File: config.mk
export PLATFORM = sky130hd
export DESIGN_NAME = mole_scheduler_flat
export DESIGN_NICKNAME = d
export VERILOG_FILES = /design/src/rtl/mole_scheduler_if.sv /design/src/rtl/mole_scheduler.sv /design/src/flat_wrapper.sv
export SDC_FILE = /design/constraint.sdc
export NUM_CORES = 1
export LEC_CHECK = 0
export CAP_MARGIN = 20
export CORE_UTILIZATION = 47
export CTS_CLUSTER_DIAMETER = 60
export DETAILED_ROUTE_END_ITERATION = 12
export GPL_TIMING_DRIVEN = 0
export PLACE_DENSITY = 0.87
export SLEW_MARGIN = 20
export SYNTH_ARGS = -nofsm -noshare
export SYNTH_HDL_FRONTEND = slang
export SYNTH_SLANG_ARGS = --single-unit
File: constraint.sdc
create_clock -name CLOCK_50 -period 5.75 [get_ports CLOCK_50]
set_input_delay 0.8625 -clock CLOCK_50 [delete_from_list [all_inputs] [get_ports CLOCK_50]]
set_output_delay 0.8625 -clock CLOCK_50 [all_outputs]
set_load 0.01 [all_outputs]
File: src/rtl/mole_scheduler_if.sv
// Control/status bundle between the game FSM, keypad controller and mole_scheduler.
interface mole_scheduler_if #(
  parameter int NUM_POS = 9,
  parameter int SCORE_W = 6,
  parameter int TIME_W  = 28
);
  logic               start;
  logic               abort;
  logic               load_seed;
  logic [7:0]         seed;
  logic [TIME_W-1:0]  time_on;
  logic [TIME_W-1:0]  time_between;
  logic [SCORE_W-1:0] max_hits;
  logic               use_lives;
  logic               key_valid;
  logic [3:0]         key;
  logic [NUM_POS-1:0] lights;
  logic [3:0]         light_pos;
  logic [SCORE_W-1:0] light_counter;
  logic [SCORE_W-1:0] total_points;
  logic [1:0]         lives_left;
  logic               busy;
  logic               done;

  modport master (
    output start, abort, load_seed, seed, time_on, time_between, max_hits,
           use_lives, key_valid, key,
    input  lights, light_pos, light_counter, total_points, lives_left, busy, done
  );

  modport slave (
    input  start, abort, load_seed, seed, time_on, time_between, max_hits,
           use_lives, key_valid, key,
    output lights, light_pos, light_counter, total_points, lives_left, busy, done
  );
endinterface

File: src/rtl/mole_scheduler.sv
// Whack-a-mole sequencer: gap/on windows, LFSR position pick, key arbitration,
// score, flick count and lives bookkeeping.
module mole_scheduler #(
  parameter int NUM_POS = 9,
  parameter int SCORE_W = 6,
  parameter int TIME_W  = 28,
  parameter int LIVES   = 3
) (
  input  logic            CLOCK_50,
  input  logic            reset,
  mole_scheduler_if.slave bus
);

  typedef enum logic [2:0] {
    S_IDLE,
    S_GAP,
    S_ON,
    S_HIT,
    S_DONE
  } state_e;

  localparam logic [7:0]         LFSR_INIT = 8'hA5;
  localparam logic [3:0]         NPOS      = 4'(NUM_POS);
  localparam logic [SCORE_W-1:0] SCORE_MAX = '1;
  localparam logic [SCORE_W-1:0] SCORE_ONE = SCORE_W'(1);
  localparam logic [1:0]         LIVES_INIT = 2'(LIVES);

  state_e             state_q, state_d;
  logic [7:0]         lfsr_q, lfsr_d;
  logic [TIME_W-1:0]  timer_q, timer_d;
  logic [NUM_POS-1:0] lights_q, lights_d;
  logic [3:0]         light_pos_q, light_pos_d;
  logic [SCORE_W-1:0] light_counter_q, light_counter_d;
  logic [SCORE_W-1:0] total_points_q, total_points_d;
  logic [1:0]         lives_left_q, lives_left_d;
  logic               use_lives_q, use_lives_d;

  logic               lfsr_fb;
  logic [3:0]         cand_fold;
  logic [3:0]         cand;
  logic [SCORE_W-1:0] max_eff;
  logic               key_hit;

  always_comb begin
    lfsr_fb = lfsr_q[7] ^ lfsr_q[5] ^ lfsr_q[4] ^ lfsr_q[3];
    if (bus.load_seed) begin
      lfsr_d = (bus.seed == 8'h00) ? LFSR_INIT : bus.seed;
    end else begin
      lfsr_d = {lfsr_q[6:0], lfsr_fb};
    end
  end

  // Fold the 4-bit LFSR slice into range, then step past a repeat of the last mole.
  always_comb begin
    cand_fold = (lfsr_q[3:0] >= NPOS) ? (lfsr_q[3:0] - NPOS) : lfsr_q[3:0];
    cand      = cand_fold;
    if ((cand_fold == light_pos_q) && (light_counter_q != '0)) begin
      cand = (cand_fold == (NPOS - 4'd1)) ? 4'd0 : (cand_fold + 4'd1);
    end
  end

  assign max_eff = (bus.max_hits == '0) ? SCORE_ONE : bus.max_hits;
  assign key_hit = bus.key_valid && (bus.key == light_pos_q);

  always_comb begin
    state_d         = state_q;
    timer_d         = timer_q;
    lights_d        = lights_q;
    light_pos_d     = light_pos_q;
    light_counter_d = light_counter_q;
    total_points_d  = total_points_q;
    lives_left_d    = lives_left_q;
    use_lives_d     = use_lives_q;

    case (state_q)
      S_IDLE, S_DONE: begin
        lights_d = '0;
        if (bus.start) begin
          light_counter_d = '0;
          total_points_d  = '0;
          lives_left_d    = LIVES_INIT;
          use_lives_d     = bus.use_lives;
          timer_d         = bus.time_between;
          state_d         = S_GAP;
        end
      end
      S_GAP: begin
        if (timer_q == '0) begin
          light_pos_d     = cand;
          lights_d        = '0;
          lights_d[cand]  = 1'b1;
          light_counter_d = light_counter_q + SCORE_ONE;
          timer_d         = bus.time_on;
          state_d         = S_ON;
        end else begin
          timer_d = timer_q - 1'b1;
        end
      end
      S_ON: begin
        timer_d = timer_q - 1'b1;
        // A hit on the final on-cycle wins over the timeout, so no life is lost.
        if (key_hit) begin
          if (total_points_q != SCORE_MAX) begin
            total_points_d = total_points_q + SCORE_ONE;
          end
          lights_d = '0;
          state_d  = S_HIT;
        end else if (timer_q == '0) begin
          lights_d = '0;
          if (use_lives_q && (lives_left_q != 2'd0)) begin
            lives_left_d = lives_left_q - 2'd1;
          end
          state_d = S_HIT;
        end
      end
      S_HIT: begin
        lights_d = '0;
        if (use_lives_q && (lives_left_q == 2'd0)) begin
          state_d = S_DONE;
        end else if (light_counter_q >= max_eff) begin
          state_d = S_DONE;
        end else begin
          timer_d = bus.time_between;
          state_d = S_GAP;
        end
      end
      default: begin
        lights_d = '0;
        state_d  = S_IDLE;
      end
    endcase

    if (bus.abort) begin
      state_d         = S_IDLE;
      lights_d        = '0;
      timer_d         = '0;
      light_counter_d = '0;
      total_points_d  = '0;
      lives_left_d    = LIVES_INIT;
    end
  end

  always_ff @(posedge CLOCK_50 or posedge reset) begin
    if (reset) begin
      state_q         <= S_IDLE;
      lfsr_q          <= LFSR_INIT;
      timer_q         <= '0;
      lights_q        <= '0;
      light_pos_q     <= '0;
      light_counter_q <= '0;
      total_points_q  <= '0;
      lives_left_q    <= LIVES_INIT;
      use_lives_q     <= 1'b0;
    end else begin
      state_q         <= state_d;
      lfsr_q          <= lfsr_d;
      timer_q         <= timer_d;
      lights_q        <= lights_d;
      light_pos_q     <= light_pos_d;
      light_counter_q <= light_counter_d;
      total_points_q  <= total_points_d;
      lives_left_q    <= lives_left_d;
      use_lives_q     <= use_lives_d;
    end
  end

  assign bus.lights        = lights_q;
  assign bus.light_pos     = light_pos_q;
  assign bus.light_counter = light_counter_q;
  assign bus.total_points  = total_points_q;
  assign bus.lives_left    = lives_left_q;
  assign bus.busy          = (state_q == S_GAP) || (state_q == S_ON) || (state_q == S_HIT);
  assign bus.done          = (state_q == S_DONE);

endmodule

File: src/flat_wrapper.sv
// flat-port wrapper written by rule: the top's interface ports become plain ports
module mole_scheduler_flat 
#(
  parameter int NUM_POS = 9,
  parameter int SCORE_W = 6,
  parameter int TIME_W  = 28,
  parameter int LIVES   = 3
)
  (CLOCK_50, reset, bus_start, bus_abort, bus_load_seed, bus_seed, bus_time_on, bus_time_between, bus_max_hits, bus_use_lives, bus_key_valid, bus_key, bus_lights, bus_light_pos, bus_light_counter, bus_total_points, bus_lives_left, bus_busy, bus_done);
  mole_scheduler_if #(.NUM_POS(NUM_POS), .SCORE_W(SCORE_W), .TIME_W(TIME_W)) bus_i ();
  input  logic CLOCK_50;
  input  logic reset;
  input wire logic [$bits(bus_i.start)-1:0] bus_start;
  input wire logic [$bits(bus_i.abort)-1:0] bus_abort;
  input wire logic [$bits(bus_i.load_seed)-1:0] bus_load_seed;
  input wire logic [$bits(bus_i.seed)-1:0] bus_seed;
  input wire logic [$bits(bus_i.time_on)-1:0] bus_time_on;
  input wire logic [$bits(bus_i.time_between)-1:0] bus_time_between;
  input wire logic [$bits(bus_i.max_hits)-1:0] bus_max_hits;
  input wire logic [$bits(bus_i.use_lives)-1:0] bus_use_lives;
  input wire logic [$bits(bus_i.key_valid)-1:0] bus_key_valid;
  input wire logic [$bits(bus_i.key)-1:0] bus_key;
  output wire logic [$bits(bus_i.lights)-1:0] bus_lights;
  output wire logic [$bits(bus_i.light_pos)-1:0] bus_light_pos;
  output wire logic [$bits(bus_i.light_counter)-1:0] bus_light_counter;
  output wire logic [$bits(bus_i.total_points)-1:0] bus_total_points;
  output wire logic [$bits(bus_i.lives_left)-1:0] bus_lives_left;
  output wire logic [$bits(bus_i.busy)-1:0] bus_busy;
  output wire logic [$bits(bus_i.done)-1:0] bus_done;
  assign bus_i.start = bus_start;
  assign bus_i.abort = bus_abort;
  assign bus_i.load_seed = bus_load_seed;
  assign bus_i.seed = bus_seed;
  assign bus_i.time_on = bus_time_on;
  assign bus_i.time_between = bus_time_between;
  assign bus_i.max_hits = bus_max_hits;
  assign bus_i.use_lives = bus_use_lives;
  assign bus_i.key_valid = bus_key_valid;
  assign bus_i.key = bus_key;
  assign bus_lights = bus_i.lights;
  assign bus_light_pos = bus_i.light_pos;
  assign bus_light_counter = bus_i.light_counter;
  assign bus_total_points = bus_i.total_points;
  assign bus_lives_left = bus_i.lives_left;
  assign bus_busy = bus_i.busy;
  assign bus_done = bus_i.done;
  mole_scheduler #(.NUM_POS(NUM_POS), .SCORE_W(SCORE_W), .TIME_W(TIME_W), .LIVES(LIVES)) u_core (.CLOCK_50(CLOCK_50), .reset(reset), .bus(bus_i));
endmodule
==> results of run 1 <==
metal layers:
metal	track usage [%]	up-vias	routed length [um]
met5	0	-	0
met4	12.2	0	439
met3	3.68	42	994
met2	46.0	261	7010
met1	35.9	2468	6280
li1	-	2456	-
final timing paths:
kind | from | to | slack, ps | depth (start not counted)
setup / recovery | bus_max_hits[4] | u_core.timer_q[24] | 2110 | 12
hold / removal | u_core.bus.lights[8] | u_core.bus.lights[8] | 500 | 2
setup reg to reg | u_core.timer_q[2] | u_core.timer_q[16] | 2500 | 8
hold reg to reg | u_core.bus.lights[8] | u_core.bus.lights[8] | 500 | 2
max in group asynchronous | reset | u_core.bus.lives_left[0] | 4370 | 3
min in group asynchronous | reset | u_core.lfsr_q[6] | 800 | 2
cell type report:
type | instances | share of cell area, %
Clock buffer | 10 | 2.15
Buffer | 31 | 2.28
Inverter | 17 | 1.03
Clock inverter | 6 | 0.624
Multi-Input combinational cell | 483 | 47.6
Sequential cell | 67 | 26.3
Timing Repair Buffer | 110 | 17.4
Tap cell | 136 | 2.65
flip-flops by register name, summed over array words and instances (netlist names):
| register | count |
|---|---|
| u_core.bus.light_counter | 6 |
| u_core.bus.light_pos | 4 |
| u_core.bus.lights | 9 |
| u_core.bus.lives_left | 2 |
| u_core.bus.total_points | 6 |
| u_core.lfsr_q | 8 |
| u_core.state_q | 3 |
| u_core.timer_q | 28 |
| u_core.use_lives_q | 1 |
critical path, delay by kind of cell:
family                     cells  cell delay, ps
adders and majority gates      1             280
buffers and inverters          3            1250
and+or+nand+nor                2             170
AOI/OAI and AO/OA              6            1340
power groups by stage:
stage	clock [mW]	sequential, mW	combinational (mW)
5_1_grt	0.390	0.570	0.621
2_1_floorplan	0	0.562	0.383
3_3_place_gp	0	0.567	0.537
6_report	0.365	0.563	0.568
3_5_place_dp	0	0.571	0.555
4_1_cts	0.366	0.562	0.559
layout by cell type, fill, tap and decap left out, types with 6 or more instances in the layout:
cell and instances:
ha_1 16, clkbuf_1 20, nand2b_1 9, nor3_1 17, nor2_1 82, clkdlybuf4s50_1 109
clkbuf_8 10, o21ai_1 8, o21ai_0 46, and3_1 6, a21oi_1 38, nand2_1 54
xnor2_1 12, inv_1 16, nor4_1 14, dfstp_2 6, o22ai_1 12, a22o_1 9
dfrtp_1 61, xor2_1 10, nand3_1 16, buf_2 6, a211oi_1 8, nor2b_1 14
a221oi_1 7
metrics by stage:
stage | power [mW] | hold slack (ps) | cells
final | 1.50 | 495 | 860
after global routing | 1.58 | 514 | 860
after CTS | 1.49 | 501 | 860
after detailed placement | 1.13 | 479 | 844
after global placement | 1.10 | 465 | 843
after floorplan | 0.945 | 450 | 598
kinds of logic (layout without fill, tap and decap cells):
group / count (synthesis) / after routing / synth area share [%]
AO/OA/AOI/OAI: 191 / 191 / 26.4
XOR/XNOR: 24 / 24 / 4.56
adder cells (fa/ha/maj): 16 / 16 / 4.05
buffers and inverters: 48 / 174 / 4.25
flip-flops: 67 / 67 / 34.1
multiplexers: 7 / 7 / 1.54
AND/OR/NAND/NOR: 245 / 245 / 25.1
==> results.toml, run 1 <==
[run_status]
status = "finished clean"

[clock_network]
post_cts_buffers = 0
clk_pin_slew_ps = 80
root_buffer = "clkbuf_8"
cts.sinks = 67
htree_levels = 3
hold_buffers = 0
clk-insertion-delay-late_ps = 350
cts_inserted_buffers = 9
cts_tree = "done"
clock_path_buffers = 2
cts_resized = 0

[yosys]
synthTopCellsByCount = "nor2_1, dfrtp_1, nand2_1"
syn_avg_cell_area_sq_um = 8.27
synthFlopType = "dfrtp_1"
synth-seq-cells = 67
synth.distinct_cells = 74
synth-warning-count = 0
yosysTopAreaCell = "dfrtp_1"
ys_top_cells_by_area = "dfrtp_1, nor2_1, o21ai_0"
syn_inst = 598
yosysMostFrequentCell = "nor2_1"
async_reset_ff_share_pct = 100
synth_top_cell_area_share_pct = 30.9
syn_nets = 695
synth_edf_count = 0
syn_area_sq_um = 4940
seq_area_frac_synth_pct = 34.1

[power]
power_frac_clock_pct = 24.4
peakVddDrop_mv = 0.134
power_density_nw_per_um2 = 233
swShare_pct = 38.1
pwr-share-comb_pct = 38.0
p_switching_mw = 0.571
leakage_nw = 2.62
seqPwrFrac_pct = 37.6
p_int_mw = 0.926

[floorplanning]
ios = 110
die_y_um = 105
rows = 37
core-area_sq_um = 10300
die_x_um = 105
start_util_pct = 48.1
dieArea_sq_um = 10900

[route]
avgViaCountPerCell = 6.08
drc = 0
wl_per_cell_um = 17.1
first_iter_violations = 398
drt-total-wl_um = 14700
via_count = 5227
first_pass_iters = 5
ant_nets = 0

[global_route]
grt_max_degree = 53
track_usage_pct = 27.6
grt_overflow = 0
grt_pass1_wl_um = 24400
grt_pass1_vias = 5098
antenna_found_initial = 0

[finish]
postLayoutCoreUtil_pct = 62.4
nets = 816
drive_gt1_share_pct = 8.98
final-seq-area_sq_um = 1680
syn_to_final_growth_pct = 29.7
design_area_sq_um = 6410
multi_input_area_sq_um = 3050
num_antenna_cells = 0
fillers = 905

[timing]
tightestPinTransition_ps = 1010
slew_headroom_pct = 32.3
max_freq_mhz = 275
fin_skew_ps = 8.24
post-route-min-period_ps = 3640
setup_violations = 0
hold_viol_final = 0
fin_ws_ps = 2110
tns_ps = 0
finalCritPeriodShare_pct = 63.3
maxSlewViolCount = 0
grt_setup_unrepaired = "no"

[place]
dpl_cell_area_sq_um = 6230
hpwl_um = 11000
io_buffer_count = 109
gp_congestion = 0.961
place_ws_ps = 1840

[critical_path]
crit_slowest_cell = "clkdlybuf4s50_1"
cp_cell_sequence = "clkdlybuf4s50_1, nor3_1, a31o_2, ha_1, nor2b_1, o21ai_0, a21oi_1, o211a_1, clkbuf_1, clkbuf_1, o21ai_0, a21oi_1"
slowest_delay_ps = 480
endpoint_kind = "flop"
startpoint_type = "primary input"
critPathRequiredTime_ps = 6010
worstSetupPathType = "primary input to flop"
cp_max_fo = 10
critPathArrivalTime_ps = 3910

[job]
maxCapViolCount = 0

[worst_hold_path]
worst_hold_path_type = "flop to flop"
(Power assumes the default switching activity.)
==> run 2: changes to the inputs <==
--- a/config.mk
+++ b/config.mk
@@ -10,7 +10,7 @@
 export CTS_CLUSTER_DIAMETER = 60
 export DETAILED_ROUTE_END_ITERATION = 12
 export GPL_TIMING_DRIVEN = 0
-export PLACE_DENSITY = 0.87
+export PLACE_DENSITY = 0.9
 export SLEW_MARGIN = 20
 export SYNTH_ARGS = -nofsm -noshare
 export SYNTH_HDL_FRONTEND = slang
==> constraint.sdc (replaced) <==
create_clock -name CLOCK_50 -period 3.1 [get_ports CLOCK_50]
set_input_delay 0.465 -clock CLOCK_50 [delete_from_list [all_inputs] [get_ports CLOCK_50]]
set_output_delay 0.465 -clock CLOCK_50 [all_outputs]
set_load 0.01 [all_outputs]
==> run 2 against run 1 <==
Compared with the run above:
- clock power grew 130%
- worst hold slack worse by 91 ps
- worst setup slack lost 2000 ps
- total power is 99% higher
- combinational power increased by 92%
- wire length up 4.6%
- final cell count is 0.35% higher
- sequential power grew 87%
- largest cell class unchanged
- largest power group unchanged
==> results.toml, run 2 (synthesis gave the netlist of run 1 again) <==
[route]
drc = 0
via_count = 5381
first_pass_iters = 5
drt-total-wl_um = 15400
ant_nets = 0
first_iter_violations = 494
wl_per_cell_um = 17.9
avgViaCountPerCell = 6.24

[worst_hold_path]
worst_hold_path_type = "primary input to asynchronous set/reset pin"

[finish]
fillers = 887
largest_reg_flops = 28
syn_to_final_growth_pct = 31.5
layout_common_cells = "clkdlybuf4s50_1, nor2_1, dfrtp_1"
top_register = "u_core.timer_q"
final_cells = 863
mostFrequentLayoutCell = "clkdlybuf4s50_1"
final-seq-area_sq_um = 1680
multi_input_area_sq_um = 3070
drive_gt1_share_pct = 10.5
num_antenna_cells = 0
nets = 819

[critical_path]
startpoint_type = "flop"
worstSetupPathType = "flop to flop"
critPathArrivalTime_ps = 3240
r2r_cells = 10
reg2reg_to = "u_core.bus.lights[7]"
critPathRequiredTime_ps = 3350
r2r_setup_slack_ps = 120
rr_startpoint = "u_core.lfsr_q[1]"
endpoint_kind = "flop"
cp_max_fo = 8

[floorplanning]
ios = 110
start_util_pct = 48.1
die_x_um = 105
die_y_um = 105
rows = 37
dieArea_sq_um = 10900
core-area_sq_um = 10300

[global_route]
antenna_found_initial = 0
grt_pass1_wl_um = 25000
grt_pass1_vias = 5231
track_usage_pct = 28.8
grt_max_degree = 47
grt_overflow = 0

[timing]
maxSlewViolCount = 0
tightestPinTransition_ps = 930
setup_violations = 0
hold_viol_final = 0
max_freq_mhz = 335
post-route-min-period_ps = 2980
grt_setup_unrepaired = "no"
finalCritPeriodShare_pct = 96.2
fin_skew_ps = 7.44
slew_headroom_pct = 37.7
tns_ps = 0

[run_status]
status = "finished clean"

[place]
io_buffer_count = 109
gp_congestion = 0.940
dp.cells = 844
hpwl_um = 11300

[clock_network]
htree_levels = 3
cts.sinks = 67
cts_inserted_buffers = 9
root_buffer = "clkbuf_8"
clk_pin_slew_ps = 80
hold_buffers = 0
clock_path_buffers = 2
clk-insertion-delay-late_ps = 360
cts_tree = "done"

[power]
power_density_nw_per_um2 = 458
peakVddDrop_mv = 0.364
leakage_nw = 2.67

[job]
maxCapViolCount = 0
-- run 2: changes by cell type in the layout (fill, tap and decap cells not counted), moves of 2 or more --
cell,before,now
clkbuf_2,0,3
buf_4,2,5
clkbuf_1,20,17
bufinv_16,0,2
-- run 2: what timing repair did --
| action | in CTS | in global routing |
|---|---|---|
| setup endpoints to repair | 5 | 34 |
| resized for setup | 1 | 10 |
| setup buffers | 0 | 3 |
| cloned | 0 | 0 |
| pin swaps | 0 | 1 |
-- run 2: final cells by class --
| class | count | area share (%) |
|---|---|---|
| Multi-Input combinational cell | 483 | 47.2 |
| Sequential cell | 67 | 25.9 |
| Timing Repair Buffer | 113 | 17.6 |
| Tap cell | 136 | 2.62 |
| Buffer | 31 | 2.31 |
| Clock buffer | 9 | 1.91 |
| Clock inverter | 7 | 1.42 |
| Inverter | 17 | 1.02 |
-- run 2: power by group --
| group | internal (mW) | switching [mW] | total [mW] |
|---|---|---|---|
| combinational | 0.472 | 0.623 | 1.09 |
| sequential | 0.950 | 0.0967 | 1.05 |
| clock | 0.451 | 0.381 | 0.832 |
| total | 1.87 | 1.10 | 2.97 |
-- run 2: how the worst max path moves through the flow --
stage | slack, ps | end | start | cells after the start
5_1_grt | 2 | u_core.timer_q[11] | u_core.timer_q[8] | 10
4_1_cts | 3 | u_core.timer_q[19] | u_core.timer_q[2] | 7
3_5_place_dp | -430 | u_core.timer_q[26] | bus_max_hits[5] | 11
6_report | 120 | u_core.bus.lights[7] | u_core.lfsr_q[1] | 10
2_1_floorplan | 450 | u_core.bus.lights[3] | u_core.lfsr_q[1] | 9
3_3_place_gp | -330 | u_core.timer_q[7] | bus_max_hits[4] | 12
-- run 2: metrics by stage --
| step | power [mW] | cell area, sq um | util [%] | setup slack (ps) | hold slack (ps) |
|---|---|---|---|---|---|
| 2_1_floorplan | 1.75 | 4940 | - | 454 | 450 |
| 3_3_place_gp | 2.05 | 6200 | 60.4 | -326 | 463 |
| 3_5_place_dp | 2.09 | 6230 | 60.7 | -435 | 470 |
| 4_1_cts | 2.92 | 6450 | 62.8 | 3.21 | 408 |
| 5_1_grt | 3.12 | 6500 | 63.2 | 2.05 | 415 |
| 6_report | 2.97 | 6500 | 63.2 | 117 | 405 |
-- run 2: critical path, cell delays in order (launching register included) --
cell and delay (ps):
dfrtp_1 430, inv_1 100, ha_2 220, or3b_4 410, a221o_2 460, xnor2_2 170, and4_1 150, buf_2 170
a41oi_1 250, o311ai_1 200, a32o_1 310
-- run 2: routing by layer --
metal  part of all wire [%]  track usage (%)  vias up
met5                      0                0        -
met3                    8.1             6.49       57
li1                       -                -     2469
met1                     40             34.5     2537
met2                     48             47.0      318
met4                    3.5             17.8        0
